--- src/rtl/hilo_muldiv.sv ---
// hilo_muldiv: iterative multiply/divide unit holding the architectural HI/LO pair.
// Works on operand magnitudes (shift-add multiply, restoring divide) and fixes signs in a final cycle.
module hilo_muldiv #(
    parameter int WIDTH = 32
) (
    input  logic             clock,
    input  logic             reset,
    input  logic             start,
    input  logic [2:0]       op,
    input  logic [WIDTH-1:0] src_a,
    input  logic [WIDTH-1:0] src_b,
    input  logic             flush,
    output logic [WIDTH-1:0] hi,
    output logic [WIDTH-1:0] lo,
    output logic             busy,
    output logic             done,
    output logic             div_zero
);

    localparam int CW = $clog2(WIDTH) + 1;
    localparam logic [CW-1:0] LAST_STEP = CW'(WIDTH - 1);

    typedef enum logic [1:0] {
        IDLE,
        CALC,
        FIX
    } state_t;

    state_t r_state;
    state_t w_nextState;

    logic [CW-1:0]      r_count;
    logic [WIDTH-1:0]   r_accHi;
    logic [WIDTH-1:0]   r_accLo;
    logic [WIDTH-1:0]   r_opnd;
    logic [WIDTH-1:0]   r_srcA;
    logic               r_isDiv;
    logic               r_negRes;
    logic               r_negRem;
    logic               r_divZero;

    logic [WIDTH-1:0]   r_hi;
    logic [WIDTH-1:0]   r_lo;
    logic               r_done;
    logic               r_divZeroPulse;

    logic               w_accept;
    logic               w_startIter;
    logic               w_mthi;
    logic               w_mtlo;
    logic               w_signed;
    logic               w_aNeg;
    logic               w_bNeg;
    logic [WIDTH-1:0]   w_absA;
    logic [WIDTH-1:0]   w_absB;

    logic [WIDTH:0]     w_sum;
    logic [WIDTH:0]     w_shift;
    logic               w_ge;
    logic [WIDTH-1:0]   w_remNext;
    logic [2*WIDTH-1:0] w_prod;
    logic [2*WIDTH-1:0] w_prodFix;
    logic [WIDTH-1:0]   w_fixHi;
    logic [WIDTH-1:0]   w_fixLo;

    always_comb begin
        w_accept    = (r_state == IDLE) && start && !flush;
        w_startIter = w_accept && (op[2] == 1'b0);
        w_mthi      = w_accept && (op == 3'b100);
        w_mtlo      = w_accept && (op == 3'b101);
        w_signed    = !op[0];
        w_aNeg      = w_signed && src_a[WIDTH-1];
        w_bNeg      = w_signed && src_b[WIDTH-1];
        w_absA      = w_aNeg ? (-src_a) : src_a;
        w_absB      = w_bNeg ? (-src_b) : src_b;
    end

    // One multiply step adds the multiplicand into the upper half, one divide step
    // shifts the next dividend bit into the partial remainder and tries a subtract.
    always_comb begin
        w_sum     = {1'b0, r_accHi} + (r_accLo[0] ? {1'b0, r_opnd} : {(WIDTH+1){1'b0}});
        w_shift   = {r_accHi, r_accLo[WIDTH-1]};
        w_ge      = (w_shift >= {1'b0, r_opnd});
        w_remNext = w_ge ? (w_shift[WIDTH-1:0] - r_opnd) : w_shift[WIDTH-1:0];
        w_prod    = {r_accHi, r_accLo};
        w_prodFix = r_negRes ? (-w_prod) : w_prod;
    end

    always_comb begin
        w_fixHi = w_prodFix[2*WIDTH-1:WIDTH];
        w_fixLo = w_prodFix[WIDTH-1:0];
        if (r_isDiv) begin
            if (r_divZero) begin
                w_fixHi = r_srcA;
                w_fixLo = {WIDTH{1'b1}};
            end else begin
                w_fixHi = r_negRem ? (-r_accHi) : r_accHi;
                w_fixLo = r_negRes ? (-r_accLo) : r_accLo;
            end
        end
    end

    always_ff @(posedge clock or negedge reset) begin
        if (!reset) begin
            r_state <= IDLE;
        end else begin
            r_state <= w_nextState;
        end
    end

    always_comb begin
        w_nextState = r_state;
        case (r_state)
            IDLE: begin
                if (w_startIter) begin
                    w_nextState = CALC;
                end
            end
            CALC: begin
                if (flush) begin
                    w_nextState = IDLE;
                end else if (r_count == LAST_STEP) begin
                    w_nextState = FIX;
                end
            end
            FIX: begin
                w_nextState = IDLE;
            end
            default: begin
                w_nextState = IDLE;
            end
        endcase
    end

    // Multiply: accLo holds the multiplier, opnd the multiplicand.
    // Divide: accLo holds the dividend (becoming the quotient), opnd the divisor.
    always_ff @(posedge clock or negedge reset) begin
        if (!reset) begin
            r_count   <= '0;
            r_accHi   <= '0;
            r_accLo   <= '0;
            r_opnd    <= '0;
            r_srcA    <= '0;
            r_isDiv   <= 1'b0;
            r_negRes  <= 1'b0;
            r_negRem  <= 1'b0;
            r_divZero <= 1'b0;
        end else if (w_startIter) begin
            r_count   <= '0;
            r_accHi   <= '0;
            r_accLo   <= op[1] ? w_absA : w_absB;
            r_opnd    <= op[1] ? w_absB : w_absA;
            r_srcA    <= src_a;
            r_isDiv   <= op[1];
            r_negRes  <= w_aNeg ^ w_bNeg;
            r_negRem  <= w_aNeg;
            r_divZero <= op[1] && (src_b == '0);
        end else if ((r_state == CALC) && !flush) begin
            r_count <= r_count + 1'b1;
            if (r_isDiv) begin
                r_accHi <= w_remNext;
                r_accLo <= {r_accLo[WIDTH-2:0], w_ge};
            end else begin
                {r_accHi, r_accLo} <= {w_sum, r_accLo[WIDTH-1:1]};
            end
        end
    end

    always_ff @(posedge clock or negedge reset) begin
        if (!reset) begin
            r_hi           <= '0;
            r_lo           <= '0;
            r_done         <= 1'b0;
            r_divZeroPulse <= 1'b0;
        end else begin
            r_done         <= 1'b0;
            r_divZeroPulse <= 1'b0;
            if ((r_state == FIX) && !flush) begin
                r_hi           <= w_fixHi;
                r_lo           <= w_fixLo;
                r_done         <= 1'b1;
                r_divZeroPulse <= r_divZero;
            end else if (w_mthi) begin
                r_hi <= src_a;
            end else if (w_mtlo) begin
                r_lo <= src_a;
            end
        end
    end

    assign hi       = r_hi;
    assign lo       = r_lo;
    assign busy     = (r_state != IDLE);
    assign done     = r_done;
    assign div_zero = r_divZeroPulse;

endmodule
--- config.mk ---
export PLATFORM = sky130hd
export DESIGN_NAME = hilo_muldiv
export DESIGN_NICKNAME = d
export VERILOG_FILES = /design/src/rtl/hilo_muldiv.sv
export SDC_FILE = /design/constraint.sdc
export NUM_CORES = 1
export LEC_CHECK = 0
export ABC_AREA = 0
export BUFFER_PORTS_ARGS = -buffer_cell sky130_fd_sc_hd__clkbuf_2
export CELL_PAD_IN_SITES_DETAIL_PLACEMENT = 1
export CELL_PAD_IN_SITES_GLOBAL_PLACEMENT = 1
export CORE_MARGIN = 2
export CORE_UTILIZATION = 50
export CTS_CLUSTER_DIAMETER = 120
export DETAILED_ROUTE_END_ITERATION = 8
export GPL_ROUTABILITY_DRIVEN = 0
export PLACE_DENSITY = 0.92
export SETUP_SLACK_MARGIN = 0.4
export SKIP_LAST_GASP = 1
export SLEW_MARGIN = 5
export SYNTH_ARGS = -nofsm -noshare
export SYNTH_HDL_FRONTEND = slang
export SYNTH_SLANG_ARGS = --single-unit
--- constraint.sdc ---
create_clock -name clock -period 4.95 [get_ports clock]
set_input_delay 1.2375 -clock clock [delete_from_list [all_inputs] [get_ports clock]]
set_output_delay 1.2375 -clock clock [all_outputs]
set_load 0.05 [all_outputs]
==> results.txt <==
Max cap viols: 0
Clock-pin slew on the worst setup and hold paths: 0.07 ns
Most used cell, CP: o21ai_0
Worst path cell trace: clkinvlp_4, nor2_1, ha_1, o21ai_0, a21oi_2, o311ai_0, buf_4, a31oi_1, a311oi_1, buf_4, o31a_1, o21ai_0, xor2_1, a22oi_1, o21ai_0
Total power: 11.9 mW
Period utilization: 88.3%
H-tree Lvls: 1
Vias in the first global route: 20,081
Pre-antenna DRT Iters: 6
Hold path start: r_srcA[28]
Register-to-Register Path Depth: 15
Routed wire length per instance: 29.4 microns
Hold path endpoint: r_srcA[28]
Critical Path Max Stage Delay: 0.51 ns
Routed Antenna Nets: 0
Cell row count: 67
Fin. max-slew vios: 0
Final Net Count: 2,398
Worst Path Required: 5.36 ns
Slew HR: 7.89%
DR vias: 19,570
Non-filler instance count after layout: 2,724
Synthesized flop and latch total: 206
Sinks on Clock Net: 206
Core ar.: 33,600 sq um
Mapped Area: 17,100 sq um
Worst r2r src: r_accLo[0]
VDD IR max: 0.327 mV
Post-route core utilization: 56.9%
Number of diodes: 0
Initial Utilization: 51.0%
Leakage: 8.41 nW
Delay-heaviest family, CP: compound AO/OA/AOI/OAI gates
EDFF count, synth: 0
Most frequent cells in the layout: nand2_1, o21ai_0, dfrtp_1, nor2_1, a21oi_1
Placed Area: 18,100 sq um
Drt drc: 0
Slew @ Worst Pin: 1.38 ns
Largest net degree at the start of global routing: 97
PD cells: 625 nW/um^2
Top FF cell, synth: dfrtp_1
Initial antenna violation count: 5
Hold Path Depth: 2
Yosys synthesis warning count: 0
Die area: 35,800 sq um
Crit. End Element: flip-flop
Die width: 189 microns
Crit path time final: 4.37 ns
Mapped Cells: 2,214
Crit path from: r_accLo[0]
Status: completed
Flop2flop setup slack: 0.58 ns
IO Count: 138
RSZ-0062 raised after global routing: false
Final Cell Area: 19,100 sq um
Startpoint types: flip-flop
Synth Area per Inst: 7.74 sq um
Chip Height: 189 microns
Most common cell after layout, fill and taps aside: nand2_1
Yosys cell types: 74
Crit path max-delay cell type: dfrtp_1
CTS max path bufs: 3
TNS Setup: 0 ns
TritonCTS clock tree: yes
Crit path buf inv count: 3
Final setup vio count: 0
Num CTS Buffers: 26
Setup CP Type: reg -> reg
GRT Util Overall: 43.9%
GR Overflow Total: 0
Vias per cell: 7.18
Seq/Total Area, Yosys: 30.1%
Clock Latency Late Sink: 0.58 ns
FMAX: 229 MHz
Routed WL: 80,100 microns
Max Fanout on Critical Path: 20
Port Buffers: 137
Post-Route Skew: 0.0175 ns
Hpwl dp: 53,800 microns
Synth-to-Final Area Change: 11.5%
Hold Path Class: reg -> reg
Global-route wire length before repair: 121,000 microns
DRT iter0 DRCs: 2,790
Dpl cells: 2,676
Ratio of cells with drive above 1 in the final layout: 11.1%
R2R Path End: r_accHi[29]
Final hold vios: 0
Crit path DAT: 4.78 ns
Root Buffer Master: clkbuf_16
Asr flop ratio synth: 100%
Synthesized Nets: 2,356
==> per-layer routing <==
metal	wire length, microns	vias to the layer above	global-route usage [%]
met4	6630	8	30.3
met2	34400	1523	67.2
met5	53	-	0
met1	28800	9537	53.0
met3	10200	486	13.3
li1	-	8016	-
==> tightest hold or removal path, delay by kind of cell, from the launching register on <==
family | cells | cell delay [ns]
AND/OR/NAND/NOR | 2 | 0.10
flip-flops | 1 | 0.34
==> how the worst max path moves through the flow <==
stage / to / slack (ns) / depth (start not counted)
after floorplan: r_accLo[29] / 1.27 / 10
after global placement: r_accLo[28] / 0.91 / 11
after detailed placement: r_opnd[26] / 0.62 / 11
after CTS: r_accHi[29] / 0.63 / 15
after global routing: r_accHi[5] / 0.49 / 12
final: r_accHi[29] / 0.58 / 15
==> cell usage after synthesis, drive strengths merged, types with 43 or more instances <==
library cell / number / share of area, %
o211ai: 63 / 2.8
inv: 65 / 1.4
o21ai: 213 / 6.2
nor3: 43 / 1.3
xor2: 83 / 4.2
dfrtp: 206 / 30
ha: 69 / 5.0
clkbuf: 142 / 3.1
xnor2: 90 / 4.6
nand2: 344 / 7.5
nor2: 180 / 3.9
a21oi: 177 / 5.2
mux2i: 96 / 5.6
==> power breakdown <==
group,switching [mW],internal [mW],leakage (nW)
clock,0.870,1.33,0.461
sequential,0.871,2.11,2.61
combinational,4.42,2.34,5.34
==> layout make-up <==
cell class / count / area [sq um]
Fill cell: 4157 / 14500
Inverter: 66 / 251
Clock buffer: 31 / 699
Tap cell: 448 / 561
Timing Repair Buffer: 175 / 1020
Clock inverter: 17 / 272
Sequential cell: 206 / 5160
Multi-Input combinational cell: 1781 / 11200
==> metrics by stage <==
stage | setup WS [ns] | hold WS [ns]
2_1_floorplan | 1.27 | 0.437
3_3_place_gp | 0.906 | 0.454
3_5_place_dp | 0.623 | 0.464
4_1_cts | 0.630 | 0.478
5_1_grt | 0.487 | 0.505
6_report | 0.580 | 0.478
==> kinds of logic (layout without fill, tap and decap cells) <==
group                      Yosys count  after routing  share of synthesized area, %
xor gates and xnor gates           173            173                          8.84
DFF                                206            206                          30.1
muxes                              100            100                          5.87
adders and majority gates           71             71                          5.27
and+or+nand+nor                    744            744                          19.4
buffers and inverters              227            289                          5.04
AOI/OAI and AO/OA                  693            693                          25.5
==> state kept, by name (all words and copies together), names as in the netlist <==
name / count
div_zero: 1
done: 1
hi: 32
lo: 32
r_accHi: 32
r_accLo: 32
r_count: 6
r_divZero: 1
r_isDiv: 1
r_negRem: 1
r_negRes: 1
r_opnd: 32
r_srcA: 32
r_state: 2
==> what timing repair did <==
action / 4_1_cts / 5_1_grt
resized for setup: 0 / 2
setup buffers: 0 / 0
hold buffers: 0 / 0
endpoints found under the setup margin: 0 / 4
Power figures use the tool's default switching activity.
